[src/rtl/sensor_scan_pkg.sv]
// Definitions shared between the scan cycler and the sensor debounce block:
// channel count, active-low one-hot select codes and the select decoder.
package sensor_scan_pkg;

    localparam int NUM_CH = 4;

    localparam logic [3:0] SEL_CH0  = 4'b1110;
    localparam logic [3:0] SEL_CH1  = 4'b1101;
    localparam logic [3:0] SEL_CH2  = 4'b1011;
    localparam logic [3:0] SEL_CH3  = 4'b0111;
    localparam logic [3:0] SEL_IDLE = 4'b1111;

    typedef struct packed {
        logic       valid;
        logic [1:0] idx;
    } sel_dec_t;

    // Map a select code to its channel index; valid is low for anything
    // that is not one of the four legal codes (idle included).
    function automatic sel_dec_t sel_to_idx(input logic [3:0] sel);
        sel_dec_t d;
        d.valid = 1'b1;
        d.idx   = 2'd0;
        case (sel)
            SEL_CH0: d.idx = 2'd0;
            SEL_CH1: d.idx = 2'd1;
            SEL_CH2: d.idx = 2'd2;
            SEL_CH3: d.idx = 2'd3;
            default: d.valid = 1'b0;
        endcase
        return d;
    endfunction

    // Debounce counter width: ceil(log2(deb)), never below one bit.
    function automatic int cnt_width(input int deb);
        return (deb > 1) ? $clog2(deb) : 1;
    endfunction

endpackage

[src/rtl/debounce_ch.sv]
// Single-channel debounce: counts consecutive samples that disagree with the
// stable state and flips the state once DEB_CNT of them have been seen.
module debounce_ch
    import sensor_scan_pkg::*;
#(
    parameter int DEB_CNT = 8
) (
    input  logic clk,
    input  logic rst_n,
    input  logic sample_en,
    input  logic raw,
    output logic state,
    output logic state_nxt,
    output logic press,
    output logic release_evt
);

    localparam int             CW   = cnt_width(DEB_CNT);
    localparam logic [CW-1:0]  LAST = CW'(DEB_CNT - 1);

    logic [CW-1:0] cnt;
    logic [CW-1:0] cnt_nxt;
    logic          flip;

    // Next counter/state for this channel; only an addressed sample moves them.
    always_comb begin
        cnt_nxt   = cnt;
        state_nxt = state;
        flip      = 1'b0;
        if (sample_en) begin
            if (raw == state) begin
                cnt_nxt = '0;
            end else if (cnt == LAST) begin
                state_nxt = ~state;
                cnt_nxt   = '0;
                flip      = 1'b1;
            end else begin
                cnt_nxt = cnt + 1'b1;
            end
        end
    end

    // Register state, counter and the edge pulses (pulse lines up with the new state).
    always_ff @(posedge clk) begin
        if (!rst_n) begin
            cnt         <= '0;
            state       <= 1'b0;
            press       <= 1'b0;
            release_evt <= 1'b0;
        end else begin
            cnt         <= cnt_nxt;
            state       <= state_nxt;
            press       <= flip & ~state;
            release_evt <= flip & state;
        end
    end

endmodule

[src/rtl/sensor_scan_debounce.sv]
// Samples the shared sensor line in each channel's scan slot, debounces the
// four channels independently and flags select codes that are not legal.
module sensor_scan_debounce
    import sensor_scan_pkg::*;
#(
    parameter int DEB_CNT          = 8,
    parameter bit SENSE_ACTIVE_LOW = 1'b1
) (
    input  logic              clk,
    input  logic              rst_n,
    input  logic [3:0]        i_scan_sel,
    input  logic              i_sense,
    output logic [NUM_CH-1:0] o_key_state,
    output logic [NUM_CH-1:0] o_key_press,
    output logic [NUM_CH-1:0] o_key_release,
    output logic              o_any_key,
    output logic              o_scan_err
);

    logic              sense_meta;
    logic              sense_sync;
    logic [3:0]        sel_d1;
    logic [3:0]        sel_d2;
    sel_dec_t          dec;
    logic              raw;
    logic [NUM_CH-1:0] sample_en;
    logic [NUM_CH-1:0] state_nxt;
    logic              scan_err_nxt;

    // Synchronise the sense line and delay the select by the same two cycles.
    always_ff @(posedge clk) begin
        if (!rst_n) begin
            sense_meta <= 1'b0;
            sense_sync <= 1'b0;
            sel_d1     <= SEL_IDLE;
            sel_d2     <= SEL_IDLE;
        end else begin
            sense_meta <= i_sense;
            sense_sync <= sense_meta;
            sel_d1     <= i_scan_sel;
            sel_d2     <= sel_d1;
        end
    end

    // Decode the aligned select into a per-channel sample strobe and an error flag.
    always_comb begin
        dec          = sel_to_idx(sel_d2);
        raw          = SENSE_ACTIVE_LOW ? ~sense_sync : sense_sync;
        sample_en    = '0;
        if (dec.valid) begin
            sample_en[dec.idx] = 1'b1;
        end
        scan_err_nxt = !dec.valid && (sel_d2 != SEL_IDLE);
    end

    for (genvar g = 0; g < NUM_CH; g++) begin : g_ch
        debounce_ch #(
            .DEB_CNT(DEB_CNT)
        ) u_ch (
            .clk        (clk),
            .rst_n      (rst_n),
            .sample_en  (sample_en[g]),
            .raw        (raw),
            .state      (o_key_state[g]),
            .state_nxt  (state_nxt[g]),
            .press      (o_key_press[g]),
            .release_evt(o_key_release[g])
        );
    end

    // Register any-key alongside the channel states, and the scan error pulse.
    always_ff @(posedge clk) begin
        if (!rst_n) begin
            o_any_key  <= 1'b0;
            o_scan_err <= 1'b0;
        end else begin
            o_any_key  <= |state_nxt;
            o_scan_err <= scan_err_nxt;
        end
    end

endmodule

[config.mk]
export PLATFORM = sky130hd
export DESIGN_NAME = sensor_scan_debounce
export DESIGN_NICKNAME = d
export VERILOG_FILES = /design/src/rtl/sensor_scan_pkg.sv /design/src/rtl/debounce_ch.sv /design/src/rtl/sensor_scan_debounce.sv
export SDC_FILE = /design/constraint.sdc
export NUM_CORES = 1
export LEC_CHECK = 0
export CAP_MARGIN = 20
export CORE_MARGIN = 5
export CORE_UTILIZATION = 53
export DETAILED_ROUTE_END_ITERATION = 12
export HOLD_SLACK_MARGIN = 0.12
export PLACE_DENSITY = 0.86
export SETUP_SLACK_MARGIN = 0.1
export SLEW_MARGIN = 40
export SYNTH_ARGS = -nofsm -noshare
export SYNTH_HDL_FRONTEND = slang
export SYNTH_SLANG_ARGS = --single-unit
export TNS_END_PERCENT = 5
[constraint.sdc]
create_clock -name clk -period 1.8 [get_ports clk]
set_input_delay 0.54 -clock clk [delete_from_list [all_inputs] [get_ports clk]]
set_output_delay 0.54 -clock clk [all_outputs]
set_load 0.02 [all_outputs]
; Word-level counts from Yosys, hierarchy flattened
; Cells that the tools add are included.
; Widths: inputs -> output; s select.
[word_totals]
regBits = 36
inputBits = 7
output_inout_bits = 14
word_cells = 96
[op_classes]
n_addsub = 4
n_lt_le_gt_ge = 2
eq_ne = 13
muxes = 37
bitwise = 13
reduce_logical = 5
[ops]
columns = cell, count
row1 = $mux 1, 26
row2 = $mux 3, 8
row3 = $add 3x1->3 const B, 4
row4 = $eq 3x3->1 const B, 4
row5 = $eq 4x4->1 const B, 3
row6 = $and 1x1->1, 8
row7 = $reduce_or 4->1, 2
row8 = $pmux 2 s3, 1
row9 = $not 1->1, 5
row10 = $eq 1x1->1, 4
row11 = $eq 4x3->1 const B, 1
row12 = $mux 4, 1
row13 = $ne 4x4->1 const B, 1
row14 = $lt 2x3->1 const B, 1
row15 = $demux 1 s2, 1
row16 = $ge 2x1->1 const B, 1
row17 = $logic_and 1x1->1, 2
row18 = $logic_not 1->1, 1

; Depth between registers and ports, before layout
[depth]
depth_word = 9
ltp_mapped = 6
depth_no_buf = 6

; By module
; Synthesis repeated with hierarchy kept, for this count alone.
[hier_totals]
hier_cells = 138
area_unflattened_um2 = 1506.4
[modules_own_cells]
columns = module, n_inst, cells_each, area_per_inst_um2, seq_area_each_um2
row1 = debounce_ch, 4, 26, 280.3, 120.1
row2 = sensor_scan_debounce, 1, 34, 385.4, 240.2

; Worst setup path after synthesis
; Ideal clock, no wire load.
[synth_path]
path_kind = reg-to-reg
from = register g_ch[3].u_ch.cnt[0]
to = register o_any_key
arrival_time_ps = 1424
path_slack_ps = 251
path_stages_with_launch = 7
n_path_buf = 0
cell_sequence = dfxtp_1 > ha_1 > ha_1 > inv_1 > or2_4 > and2_1 > o41a_1
[synth_via]
elab_chain_len = 5
[synth_lines]
columns = item, line_no
row1 = from (decl), debounce_ch.sv:21  ; logic [CW-1:0] cnt;
row2 = from (signal assigned), debounce_ch.sv:51  ; cnt <= cnt_nxt;
row3 = $eq 3x3->1, debounce_ch.sv:33  ; end else if (cnt == LAST) begin
row4 = $mux 1, debounce_ch.sv:33
row5 = $mux 1, debounce_ch.sv:31  ; if (raw == state) begin
row6 = $mux 1, debounce_ch.sv:30  ; if (sample_en) begin
row7 = $reduce_or 4->1, sensor_scan_debounce.sv:77  ; o_any_key <= |state_nxt;
row8 = to (signal assigned), sensor_scan_debounce.sv:77
row9 = to (decl), sensor_scan_debounce.sv:16  ; output logic o_any_key,
; Every way passes these cells.
; A chain may end at the register's enable or synchronous reset.

; Worst setup path after layout
[layout_path]
from = register g_ch[1].u_ch.state
to = output port o_key_state[1]
[layout_lines]
columns = item, line_no
row1 = from (decl), debounce_ch.sv:12  ; output logic state,
row2 = from (signal assigned), debounce_ch.sv:52  ; state <= state_nxt;
row3 = to (decl), sensor_scan_debounce.sv:13  ; output logic [NUM_CH-1:0] o_key_state,
; No word-level cell between the ends.

==> metrics.md <==
| Metric | Value |
|---|---|
| Power consumption | 1.52 mW |
| Result of the run | finished, final reports clean |
| Hold path cells | 1 |
| Clock latency at the later pin of the worst-skew pair | 330 ps |
| Count of cell types in the netlist | 31 |
| Length in cells of the worst reg-to-reg path | 6 |
| Critical Path Fanout Max | 5 |
| Final critical-path required period | 1650 ps |
| Final ANT Viol Nets | 0 |
| Setup TNS after final layout | 0 ps |
| Critical Path Sink Type | output port |
| Routed met1 length | 1.07 mm |
| Final setup violation count | 0 |
| Mean post-synth cell area | roughly 9.7 sq um |
| DR pass1 iterations | 4 |
| Gate count after technology mapping | 158 |
| Critical path buffer and inverter count | 1 |
| Maximum number of buffers from clock root to sink | 2 |
| Number of global-route vias before repair | about 1000 |
| Sequential-to-total area share from yosys stat | a little under half |
| Overflow left after global routing | 0 |
| Antenna violations before repair | 0 |
| Maximum resistive drop on vdd | 714 uV |
| Max-slew violations | 0 |
| Synthesized flop and latch total | 36 |
| Total track usage | a little over an eighth |
| Max-slew headroom at the worst pin | around 79% |
| DR WL met2 | ~1.2 mm |
| Post-synth ARST share | 0% |
| Number of logic stages on the critical path including buffering | 1 |
| Xor-xnor portion of the synthesized cell area | 2.28% |
| Top layer reached by signal wires | met4 |
| Clock transition time at the flip-flop clock pins of the worst setup and hold paths | around 100 ps |
| Area used by multi-input combinational logic | 682 sq um |
| Type of the worst setup path | flop to output port |
| Number of setup buffers added after CTS | 0 |
| Pwr Density | about 850 nW/um^2 |
| Half-perimeter wire length of the detailed placement result | 1.82 mm |
| Die height | 63.8 um |
| Count of vias placed by the detailed router | 1075 |
| Number of enable flip-flop cells after synthesis | 0 |
| End point of the worst hold path | sel_d2[2] |
| Area share of fa/ha/maj cells after synthesis | 7.18% |
| Setup repair after global routing missed its margin | true |
| Max capacitance violation total | 0 |
| LEAKAGE | 0.768 nW |
| Number of failing hold endpoints at the final stage | 0 |
| Hold_sp | sel_d1[2] |
| Width of the die | 63.8 um |
| Share of layout cells above drive strength 1 | 10.5% |
| Highest attainable clock frequency | roughly 0.61 GHz |
| Final core occ | 64.7% |
| Routability congestion estimate from global placement | between 0.7 and 0.8 |
| Post-synthesis net count | around 170 |
| Worst setup timing slack at the placement stage | roughly 180 ps |
| Wire length of the first global-routing pass | 4.33 mm |
| Ordered cell list for the critical path | dlygate4sd2_1 |
| Multiplexer share of the synthesized area | 0% |
| Total wire length after detailed routing | 2.44 mm |
| Maximum level of the CTS H-tree | 2 |
| Class of the tightest hold or removal check | flop to flop |
| Beginning of the worst register-to-register path | g_ch[3].u_ch.cnt[1] |
| Count of warnings emitted by yosys | 0 |
| Critical-path top delay cell | dfxtp_1 |
| Fillers | 219 |
| Number of clock sinks | 36 |
| Synthesized-area fraction occupied by ao, oa, aoi and oai cells | 9.95% |
| Average detailed-routed wire length per instance | roughly 12 um |
| Simple-gate share of the synthesized area | 25.0% |
| Largest net degree at the start of global routing | 25 |
| Final worst path period share | between 90% and 100% |
| Data required time at the worst endpoint | 1260 ps |
| Worst reg2reg setup slack | between 150 and 200 ps |
| Type of origin of the critical path | flop |
| Diodes inserted | 0 |
| Setup WS post-layout | 154 ps |
| Row count | 19 |
| Prevailing post-synth register cell | dfxtp_1 |
| Met3 Wirelength | 170 um |
| IO Port Bufs | 20 |
| Slew @ Worst Pin | 321 ps |
| Arrival time worst endpoint | around 1100 ps |
| First-iteration detailed-routing DRC count | 57 |
| CTS Buf Count | 5 |
| Mapped Area | 1530 sq um |
| Drc violations | 0 |
| TritonCTS clock tree | built |
| Worst clock skew on the final layout | around 4 ps |
| Effective utilization at floorplan | 55.6% |
| Family with the most delay on the worst path | flip-flops |
| Final hold slack | between 400 and 500 ps |
| Area occupied by registers | 722 sq um |
| Area of the placeable core | between 2000 and 3000 sq um |
| Top-level port count | 21 |
| Combinational family with the most area after synthesis | simple AND/OR/NAND/NOR gates |
| Area enclosed by the die boundary | roughly 4100 sq um |
| Clk root buf | clkbuf_4 |
| Vias per inst | 5.30 |
| Capture point of the worst reg-to-reg path | o_any_key |
| Critical Path Max Stage Delay | 420 ps |
| NumNets Final | ~190 |
| Signed area change from the synthesized netlist to the final layout | 16.4% |
## sequential cells by signal, summed over array words and instances (netlist names)
register and cells:
g_ch.u_ch.cnt 12, g_ch.u_ch.press 4, g_ch.u_ch.release_evt 4, g_ch.u_ch.state 4, sel_d1 4, sel_d2 4
o_any_key 1, o_scan_err 1, sense_meta 1, sense_sync 1
## layout make-up
cell class	count	share of cell area, %
Tap cell	31	2.17
Clock buffer	7	3.64
Inverter	3	0.631
Multi-Input combinational cell	100	38.2
Sequential cell	36	40.4
Timing Repair Buffer	25	13.2
Clock inverter	1	1.68
## synthesized netlist by cell type, types with 4 or more instances
cell | instances | area [sq um]
nand2b_1 | 9 | 56.3
nand3_1 | 6 | 30.0
ha_1 | 8 | 100
dfxtp_1 | 36 | 721
nand2_1 | 6 | 22.5
a22oi_1 | 9 | 67.6
clkbuf_1 | 4 | 15.0
nand4b_1 | 4 | 35.0
nor2_1 | 13 | 48.8
nor2b_1 | 10 | 62.6
and2_1 | 6 | 37.5
o21ai_0 | 4 | 20.0
buf_4 | 12 | 90.1
nor3_1 | 4 | 20.0
## logic make-up (layout without fill, tap and decap cells)
kind of cell / after synthesis / in the layout
and+or+nand+nor: 65 / 65
buffers and inverters: 22 / 36
DFF: 36 / 36
xor gates and xnor gates: 4 / 4
adders and majority gates: 9 / 9
AOI/OAI and AO/OA: 22 / 22
## how the worst max path moves through the flow
stage                         from             end  slack (ps)
2_1_floorplan  g_ch[3].u_ch.cnt[0]       o_any_key         250
3_3_place_gp   g_ch[3].u_ch.cnt[0]       o_any_key         230
3_5_place_dp   g_ch[3].u_ch.cnt[0]       o_any_key         180
4_1_cts         g_ch[3].u_ch.state  o_key_state[3]         130
5_1_grt         g_ch[3].u_ch.state  o_key_state[3]          90
6_report        g_ch[1].u_ch.state  o_key_state[1]         150
## where the power goes
group | internal [mW] | leakage [nW] | switching, mW
clock network | 0.369 | 0.0515 | 0.247
logic | 0.0447 | 0.423 | 0.0343
registers | 0.812 | 0.293 | 0.0143
total | 1.22 | 0.768 | 0.296
## routing by layer
| layer | track usage, % | vias to the layer above |
|---|---|---|
| met4 | 5.45 | 0 |
| met1 | 14.4 | 492 |
| met5 | 0 | - |
| met2 | 22.2 | 29 |
| li1 | - | 551 |
| met3 | 6.30 | 3 |
## layout by cell type (no fill, tap or decap), types with 2 or more instances in the layout
cell type | Yosys | final
buf_4 | 12 | 4
clkdlybuf4s50_1 | 0 | 6
nor2_1 | 13 | 13
o21a_1 | 2 | 2
o21ai_0 | 4 | 4
dlygate4sd2_1 | 0 | 11
nand2_1 | 6 | 6
dfxtp_1 | 36 | 35
nand3_1 | 6 | 6
nor3_1 | 4 | 4
xor2_1 | 3 | 3
a22oi_1 | 9 | 9
nor2b_1 | 10 | 10
and2_1 | 6 | 6
clkbuf_8 | 0 | 2
or2_2 | 2 | 2
nand4b_1 | 4 | 4
a21oi_1 | 2 | 2
ha_1 | 8 | 8
inv_1 | 3 | 3
a21boi_0 | 2 | 2
clkdlybuf4s15_1 | 0 | 3
clkbuf_4 | 0 | 5
nand2b_1 | 9 | 9
## per-stage QoR
stage	cells	instance area (sq um)
CTS	203	1780
floorplan	158	1530
global placement	195	1700
finish	203	1790
global route	203	1790
detailed placement	195	1700
## what timing repair did
action | 4_1_cts | 5_1_grt
setup endpoints to repair | 14 | 5
resized for setup | 14 | 4
hold buffers | 0 | 0
No activity file was read; power rests on OpenSTA's default activity.
